### config.mk
export PLATFORM = sky130hd
export DESIGN_NAME = branch_predictor
export DESIGN_NICKNAME = d
export VERILOG_FILES = /design/src/rtl/mips_core_pkg.sv /design/src/rtl/bht_counter.sv /design/src/rtl/branch_predictor.sv
export SDC_FILE = /design/constraint.sdc
export NUM_CORES = 1
export LEC_CHECK = 0
export CAP_MARGIN = 10
export CORE_MARGIN = 4
export CORE_UTILIZATION = 45
export CTS_CLUSTER_DIAMETER = 150
export CTS_CLUSTER_SIZE = 24
export DETAILED_ROUTE_END_ITERATION = 6
export DONT_BUFFER_PORTS = 1
export GPL_TIMING_DRIVEN = 0
export PLACE_DENSITY = 0.61
export REMOVE_ABC_BUFFERS = 1
export SLEW_MARGIN = 20
export SYNTH_ARGS = -nofsm -noshare
export SYNTH_HDL_FRONTEND = slang
export SYNTH_SLANG_ARGS = --single-unit
### constraint.sdc
create_clock -name clk -period 5 [get_ports clk]
set_clock_uncertainty 0.15 [all_clocks]
set_input_delay 0.75 -clock clk [delete_from_list [all_inputs] [get_ports clk]]
set_output_delay 0.75 -clock clk [all_outputs]
set_load 0.005 [all_outputs]
### src/rtl/mips_core_pkg.sv
`default_nettype none
// ============================================================================
//  Module      : mips_core_pkg
//  Description : Shared MIPS core types: branch outcome, ALU control codes,
//                branch history counter states and branch classification.
//  Revision    : 1.0 - initial release
// ============================================================================
package mips_core_pkg;

    typedef enum logic {
        NOT_TAKEN = 1'b0,
        TAKEN     = 1'b1
    } BranchOutcome;

    typedef enum logic [4:0] {
        ALUCTL_NOP   = 5'd0,
        ALUCTL_ADD   = 5'd1,
        ALUCTL_ADDU  = 5'd2,
        ALUCTL_SUB   = 5'd3,
        ALUCTL_SUBU  = 5'd4,
        ALUCTL_AND   = 5'd5,
        ALUCTL_OR    = 5'd6,
        ALUCTL_XOR   = 5'd7,
        ALUCTL_NOR   = 5'd8,
        ALUCTL_SLT   = 5'd9,
        ALUCTL_SLTU  = 5'd10,
        ALUCTL_SLL   = 5'd11,
        ALUCTL_SRL   = 5'd12,
        ALUCTL_SRA   = 5'd13,
        ALUCTL_LUI   = 5'd14,
        ALUCTL_MTCP0 = 5'd15,
        ALUCTL_MFCP0 = 5'd16,
        ALUCTL_BA    = 5'd17,
        ALUCTL_BEQ   = 5'd18,
        ALUCTL_BNE   = 5'd19,
        ALUCTL_BLEZ  = 5'd20,
        ALUCTL_BGTZ  = 5'd21,
        ALUCTL_BGEZ  = 5'd22,
        ALUCTL_BLTZ  = 5'd23
    } AluCtl;

    // 2-bit saturating branch history counter; MSB set means predict taken
    typedef enum logic [1:0] {
        STRONG_NT = 2'b00,
        WEAK_NT   = 2'b01,
        WEAK_T    = 2'b10,
        STRONG_T  = 2'b11
    } BhtState;

    localparam BhtState c_BHT_INIT = WEAK_NT;

    // Only conditional branches train the predictor; BA is unconditional
    function automatic logic is_cond_branch(input AluCtl ctl);
        case (ctl)
            ALUCTL_BEQ, ALUCTL_BNE, ALUCTL_BLEZ,
            ALUCTL_BGTZ, ALUCTL_BGEZ, ALUCTL_BLTZ: is_cond_branch = 1'b1;
            default:                               is_cond_branch = 1'b0;
        endcase
    endfunction

endpackage
`default_nettype wire

### src/rtl/bht_counter.sv
`default_nettype none
// ============================================================================
//  Module      : bht_counter
//  Description : Next-state logic of a 2-bit saturating branch counter.
//                TAKEN counts up, NOT_TAKEN counts down, no wrap-around.
//  Revision    : 1.0 - initial release
// ============================================================================
module bht_counter
    import mips_core_pkg::*;
(
    input  BhtState      i_state,
    input  BranchOutcome i_outcome,
    output BhtState      o_next_state
);

    // Step toward the resolved direction, holding at either extreme
    always_comb begin
        o_next_state = i_state;
        if (i_outcome == TAKEN) begin
            if (i_state != STRONG_T) begin
                o_next_state = BhtState'(i_state + 2'd1);
            end
        end else begin
            if (i_state != STRONG_NT) begin
                o_next_state = BhtState'(i_state - 2'd1);
            end
        end
    end

endmodule
`default_nettype wire

### src/rtl/branch_predictor.sv
`default_nettype none
// ============================================================================
//  Module      : branch_predictor
//  Description : Fetch-stage conditional branch direction predictor. Table of
//                2-bit saturating counters indexed by PC, trained by execute,
//                with saturating branch / mispredict statistics.
//                Build option: define BRANCH_PREDICTOR_GSHARE_EN to XOR the
//                index with a global history register (gshare); otherwise a
//                plain bimodal PC-indexed table.
//  Revision    : 1.0 - initial release
// ============================================================================
module branch_predictor
    import mips_core_pkg::*;
#(
    parameter int INDEX_BITS = 6,
    parameter int STAT_WIDTH = 32
) (
    input  logic                  clk,
    input  logic                  rst_n,
    input  logic                  i_req_valid,
    input  logic [31:0]           i_req_pc,
    output logic                  o_prediction,
    output logic [INDEX_BITS-1:0] o_pred_ghr,
    input  logic                  i_update_valid,
    input  logic [31:0]           i_update_pc,
    input  logic [4:0]            i_update_alu_ctl,
    input  logic                  i_update_outcome,
    input  logic                  i_update_prediction,
    input  logic [INDEX_BITS-1:0] i_update_ghr,
    output logic [STAT_WIDTH-1:0] o_branch_count,
    output logic [STAT_WIDTH-1:0] o_mispredict_count
);

    localparam int c_ENTRIES = 1 << INDEX_BITS;

    BhtState               r_table [c_ENTRIES];
    logic [STAT_WIDTH-1:0] r_branch_count;
    logic [STAT_WIDTH-1:0] r_mispredict_count;
    logic [INDEX_BITS-1:0] w_req_idx;
    logic [INDEX_BITS-1:0] w_upd_idx;
    logic                  w_update_en;
    BhtState               w_req_state;
    BhtState               w_next_state;
    logic                  w_unused_bits;

    assign w_update_en = i_update_valid && is_cond_branch(AluCtl'(i_update_alu_ctl));

`ifdef BRANCH_PREDICTOR_GSHARE_EN
    logic [INDEX_BITS-1:0] r_ghr;

    // Shift each resolved conditional outcome into the global history
    always_ff @(posedge clk or negedge rst_n) begin
        if (!rst_n) begin
            r_ghr <= '0;
        end else if (w_update_en) begin
            r_ghr <= {r_ghr[INDEX_BITS-2:0], i_update_outcome};
        end
    end

    // Update uses the history carried with the instruction, not the live GHR
    assign w_req_idx  = i_req_pc[INDEX_BITS+1:2] ^ r_ghr;
    assign w_upd_idx  = i_update_pc[INDEX_BITS+1:2] ^ i_update_ghr;
    assign o_pred_ghr = r_ghr;

    assign w_unused_bits = ^{i_req_valid, i_req_pc[31:INDEX_BITS+2], i_req_pc[1:0],
                             i_update_pc[31:INDEX_BITS+2], i_update_pc[1:0]};
`else
    assign w_req_idx  = i_req_pc[INDEX_BITS+1:2];
    assign w_upd_idx  = i_update_pc[INDEX_BITS+1:2];
    assign o_pred_ghr = '0;

    assign w_unused_bits = ^{i_req_valid, i_req_pc[31:INDEX_BITS+2], i_req_pc[1:0],
                             i_update_pc[31:INDEX_BITS+2], i_update_pc[1:0], i_update_ghr};
`endif

    // Lookup reads the table as it stands before this cycle's edge (no bypass)
    assign w_req_state  = r_table[w_req_idx];
    assign o_prediction = (w_req_state == WEAK_T) || (w_req_state == STRONG_T);

    bht_counter u_bht_counter (
        .i_state      (r_table[w_upd_idx]),
        .i_outcome    (BranchOutcome'(i_update_outcome)),
        .o_next_state (w_next_state)
    );

    // Counter table: all entries weakly not-taken out of reset
    always_ff @(posedge clk or negedge rst_n) begin
        if (!rst_n) begin
            for (int i = 0; i < c_ENTRIES; i++) begin
                r_table[i] <= c_BHT_INIT;
            end
        end else if (w_update_en) begin
            r_table[w_upd_idx] <= w_next_state;
        end
    end

    // Saturating statistics: resolved branches and mispredictions
    always_ff @(posedge clk or negedge rst_n) begin
        if (!rst_n) begin
            r_branch_count     <= '0;
            r_mispredict_count <= '0;
        end else if (w_update_en) begin
            if (r_branch_count != '1) begin
                r_branch_count <= r_branch_count + 1'b1;
            end
            if ((i_update_prediction != i_update_outcome) && (r_mispredict_count != '1)) begin
                r_mispredict_count <= r_mispredict_count + 1'b1;
            end
        end
    end

    assign o_branch_count     = r_branch_count;
    assign o_mispredict_count = r_mispredict_count;

endmodule
`default_nettype wire

==> results of run 1 <==
## path summary, 6_finish.rpt
kind	start	end	slack, ns	cells past startpoint
setup / recovery	i_update_pc[3]	r_table[57]	1.66	9
hold / removal	rst_n	r_table[60]	0.03	0
setup reg to reg	r_table[45]	r_table[57]	1.67	9
hold reg to reg	r_table[22]	r_table[22]	0.32	2
max in group asynchronous	rst_n	r_table[21]	4.01	1
min in group clk	r_table[22]	r_table[22]	0.32	2
## sequential cells by signal (all words and copies together), names as in the netlist
signal / count
o_branch_count: 32
r_table: 128
o_mispredict_count: 32
## per-layer routing
layer	routed length, um	vias up	global-route usage (%)
met3	2545	35	6.269
met4	403	0	5.981
li1	-	3393	-
met5	0	-	0
met2	11530	269	32.44
met1	11290	3545	30.53
## report_power, final
part / internal, mW / switching [mW] / leakage [nW]
Sequential: 1.63 / 0.0744 / 2.42
Clock: 0.724 / 0.624 / 0.276
Combinational: 0.129 / 0.194 / 1.46
## stage by stage
stage | util [%] | total power [mW]
after CTS | 49.23 | 3.416
after floorplan | - | 1.909
final | 49.26 | 3.381
after detailed placement | 46.48 | 2.035
after global routing | 49.26 | 3.520
after global placement | 45.48 | 1.994
## layout make-up
| type | instances | area (um^2) | share of cell area, % |
|---|---|---|---|
| Tap cell | 280 | 350.3 | 3.249 |
| Clock buffer | 19 | 452.9 | 4.201 |
| Sequential cell | 192 | 4885 | 45.30 |
| Clock inverter | 12 | 121.4 | 1.126 |
| Inverter | 14 | 52.55 | 0.4874 |
| Timing Repair Buffer | 10 | 219.0 | 2.031 |
| Multi-Input combinational cell | 676 | 4702 | 43.61 |
## cell usage in the layout, fill, tap and decap left out, drive strengths merged, types with 3 or more instances in the layout
master,n
nand4,19
nor3b,3
nor2b,5
a221oi,13
nand2,223
nor3,16
o211ai,6
clkinvlp,3
nand3,29
buf,10
inv,20
and3,10
a211oi,3
dfrtp,128
and4,6
conb,6
o31ai,128
o21ai,4
xor2,14
mux4,29
a22oi,12
xnor2,49
nor4,4
a221o,3
a21oi,7
and2,5
dfstp,64
mux2i,10
nor2,27
and3b,3
mux2,16
clkbuf,19
## logic make-up after synthesis
kind of cell,Yosys count,synth area share (%)
adder cells (fa/ha/maj),2,0.2490
AND/OR/NAND/NOR,354,16.01
XOR/XNOR,63,5.491
AO/OA/AOI/OAI,196,15.20
other,1,0.03732
flip-flops,192,48.61
multiplexers,55,9.289
buffers and inverters,79,5.105
## critical path, cell delays in order
cell and delay, ns:
mux2_2 0.32, a221oi_1 0.33, o221ai_1 0.24, a32oi_1 0.43
o211ai_2 0.20, nor2_4 0.63, buf_12 0.27, buf_8 0.19
o31ai_1 0.09
==> impl_metrics.yaml, run 1 <==
status:
  status: "completed"
die:
  start_util_pct: 45.90
  die_y_um: 157.4
  ios: 152
  num_rows: 54
  core_area_um2: 21890
  dieArea_um2: 24780
  die_x_um: 157.4
cells_and_area:
  num-fill-cells: 1968
  fin_area_um2: 10780
  instances_no_fill: 1203
  fin_nets: 994
  synthToLayoutAreaGrowth_pct: 7.309
  drive_gt1_share_pct: 17.98
  antenna_cells: 0
routing:
  post-route-drc-count: 0
  wirelength_um: 25770
  post_drt_wl_per_cell_um: 21.42
  antenna_left: 0
  avgViaCountPerCell: 6.020
  firstDrtPassIters: 5
  drt-initial-drc-count: 670
  vias: 7242
cts:
  clk_path_buf_depth: 2
  cts_root_buf: "clkbuf_16"
  holdBufCountCts: 1
  clk_pin_slew_ns: 0.07
  cts_setup_buffers: 0
  clk_latency_ns: 0.43
  clock-sinks: 192
  cts_tree: "built"
  numCtsBuffers: 17
  ctsResizeCount: 0
  h-tree-depth: 4
synthesis:
  syn_avg_cell_area_um2: 10.67
  synth_ff_type: "dfrtp_1"
  yosys_warnings: 0
  ys_seq_area_share_pct: 48.61
  synth-seq-cells: 192
  synth-edff-count: 0
  yosys-top-cells-count: "nand2_1 (223), dfrtp_1 (128), o31ai_1 (128)"
  yosys.cell_count.top_type: "nand2_1"
  synth-async-reset-ratio_pct: 100.0
  syn_area_um2: 10050
  yosysUniqueCellTypes: 66
  synth_cells: 942
  synth_top_area_share_pct: 31.88
  synth_area_leaders: "dfrtp_1 (32%), dfstp_2 (17%), o31ai_1 (9.6%)"
  yosys.area.top_type: "dfrtp_1"
timing:
  max_freq_mhz: 299.5
  maxSlewViolCount: 0
  fin_hold_ws_ns: 0.03232
  max_slew_margin_pct: 27.83
  final.setup.tns_ns: 0
  rsz0062_at_grt: "false"
  fin_crit_sh_pct: 66.77
  setup_ws_ns: 1.662
  worstMarginPinSlew_ns: 1.079
  hold_viol: 0
  post-route-min-period_ns: 3.338
  setup_viol: 0
power_and_ir_drop:
  power.density_nw_per_um2: 313.5
  p_leak_nw: 4.159
  ir_worst_vdd_v: 0.0002115
worst_setup_path:
  worst_setup_path_start_kind: "input port"
  cp_data_arrival_time_ns: 3.49
  worstPathMaxFanout: 44
  crit_required_ns: 5.15
  crit_type: "in2reg"
  end_kind: "flop"
placed_design:
  place_ws_ns: 1.319
  dpl_cell_area_um2: 10170
  place_hpwl_um: 16370
  numPortBuffers: 0
  place_inst: 1171
  routabilityCongestion: 0.8261
global_route:
  grt_overflow: 0
  antenna_found_initial: 0
  grt_first_pass_wirelength_um: 41810
  grt_usage_pct: 21.53
  grt_pass1_vias: 7154
  grt_max_degree: 129
run:
  maxCapViolCount: 0
min_path:
  min_path_type: "in2async"
(Power assumes the default switching activity.)
==> run 2, diff against run 1 <==
==> constraint.sdc (replaced) <==
create_clock -name clk -period 3.2 [get_ports clk]
set_clock_uncertainty 0.15 [all_clocks]
set_input_delay 0.48 -clock clk [delete_from_list [all_inputs] [get_ports clk]]
set_output_delay 0.48 -clock clk [all_outputs]
set_load 0.005 [all_outputs]
==> impl_metrics.yaml, run 2 (synthesis gave the netlist of run 1 again) <==
status:
  status: "finished with violations"
  failed_checks: "negative hold slack"
die:
  dieArea_um2: 24780
  ios: 152
  die_y_um: 157.4
  num_rows: 54
  core_area_um2: 21890
  start_util_pct: 45.90
  die_x_um: 157.4
timing:
  maxSlewViolCount: 0
  fin_hold_ws_ns: -0.4140
  post-route-min-period_ns: 3.032
  fin_crit_sh_pct: 94.76
  rsz0062_at_grt: "false"
  setup_viol: 0
  max_slew_margin_pct: 28.29
  hold_viol: 192
  max_freq_mhz: 329.8
  worstMarginPinSlew_ns: 1.072
placed_design:
  place_hpwl_um: 16370
  numPortBuffers: 0
  routabilityCongestion: 0.8261
  dpl_cell_area_um2: 10170
worst_setup_path:
  cp_data_arrival_time_ns: 2.40
  slowest_delay_ns: 0.54
  end_kind: "primary output"
  crit_required_ns: 2.57
  cpMostUsedCell: "mux4_2"
  worstPathMaxFanout: 3
  worst_setup_path_start_kind: "flop"
  crit_path_cell_trace: "mux4_2 > mux4_2 > mux4_2"
  slowest_stage: "mux4_2"
  crit_type: "reg2out"
cells_and_area:
  synthToLayoutAreaGrowth_pct: 7.484
  mostFrequentLayoutCell: "nand2_1"
  regMostFlops: "r_table"
  postLayoutCoreUtil_pct: 49.34
  fin_nets: 998
  multiInputGateArea_um2: 4717
  drive_gt1_share_pct: 18.34
  largest_reg_flops: 128
  layout_common_cells: "nand2_1 (223), o31ai_1 (128), dfrtp_1 (128)"
  fin_area_um2: 10800
  regArea_um2: 4885
  num-fill-cells: 1964
  antenna_cells: 0
run:
  maxCapViolCount: 0
cts:
  numCtsBuffers: 17
  clk_pin_slew_ns: 0.07
  cts_tree: "built"
  h-tree-depth: 4
  cts_root_buf: "clkbuf_16"
  clk_path_buf_depth: 2
  clk_latency_ns: 0.43
  clock-sinks: 192
routing:
  firstDrtPassIters: 6
  antenna_left: 0
  avgViaCountPerCell: 5.993
  post-route-drc-count: 0
  drt-initial-drc-count: 713
  post_drt_wl_per_cell_um: 21.17
  wirelength_um: 25550
  vias: 7234
power_and_ir_drop:
  power.density_nw_per_um2: 486.8
  p_leak_nw: 4.170
  power_mw: 5.257
  ir_worst_vdd_v: 0.0003280
global_route:
  antenna_found_initial: 0
  grt_max_degree: 193
  grt_usage_pct: 21.27
  grt_first_pass_wirelength_um: 41420
  grt_overflow: 0
  grt_pass1_vias: 7109
min_path:
  min_path_type: "in2async"
run 2: changes by cell type in the layout (fill, tap and decap cells not counted):
| cell | before | now |
|---|---|---|
| buf_4 | 0 | 4 |
| nor4_2 | 1 | 0 |
| nor4_4 | 1 | 2 |
| buf_16 | 5 | 4 |
| nor2_2 | 1 | 2 |
run 2: path summary, 6_finish.rpt:
check / from / end / slack [ns] / cells after the start
setup / recovery: r_table[63] / o_prediction / 0.17 / 3
hold / removal: rst_n / o_mispredict_count[3] / -0.41 / 0
setup reg to reg: r_table[45] / r_table[127] / 0.23 / 7
hold reg to reg: r_table[22] / r_table[22] / 0.32 / 2
max in group asynchronous: rst_n / r_table[28] / 2.90 / 0
min in group clk: i_update_pc[4] / r_table[110] / 0.20 / 3
run 2: timing repair:
item	in CTS	in global routing
gates cloned	1	0
pin swaps	1	2
setup endpoints to repair	19	112
gates resized for setup	1	0
hold endpoints to repair	192	192
setup buffers	0	4
run 2: critical path, delay by kind of cell (launching register included):
kind          cells  cell delay, ns
flip-flops        1            0.44
multiplexers      3            1.54
run 2: routing by layer:
metal	track usage, %	routed length, um	share of wire [%]	vias up
met1	30.32	11140	44	3515
met2	31.65	11450	45	285
li1	-	-	-	3398
met4	6.063	400	1.6	0
met5	0	0	0	-
met3	6.406	2559	10	36
run 2: area by class of cell:
class / instances / share of cell area, %
clock buffer: 19 / 4.194
clock inverter: 12 / 1.124
inverter: 14 / 0.4866
multi-input combinational: 677 / 43.67
sequential: 192 / 45.23
tap: 280 / 3.244
timing repair buffer: 13 / 2.050
run 2: metrics by stage:
| step | worst slack, ns | TNS (ns) | cells |
|---|---|---|---|
| final | 0.1676 | 0 | 1207 |
| after global routing | 0.04413 | 0 | 1207 |
| after CTS | 0.005059 | 0 | 1203 |
| after detailed placement | -0.2107 | -4.865 | 1171 |
| after global placement | -6.170 | -763.03 | 1162 |
| after floorplan | -3.173 | -391.08 | 882 |
run 2: report_power, final:
part           switching, mW  internal (mW)
Combinational          0.275          0.205
Clock                  0.975           1.13
Sequential             0.117           2.55
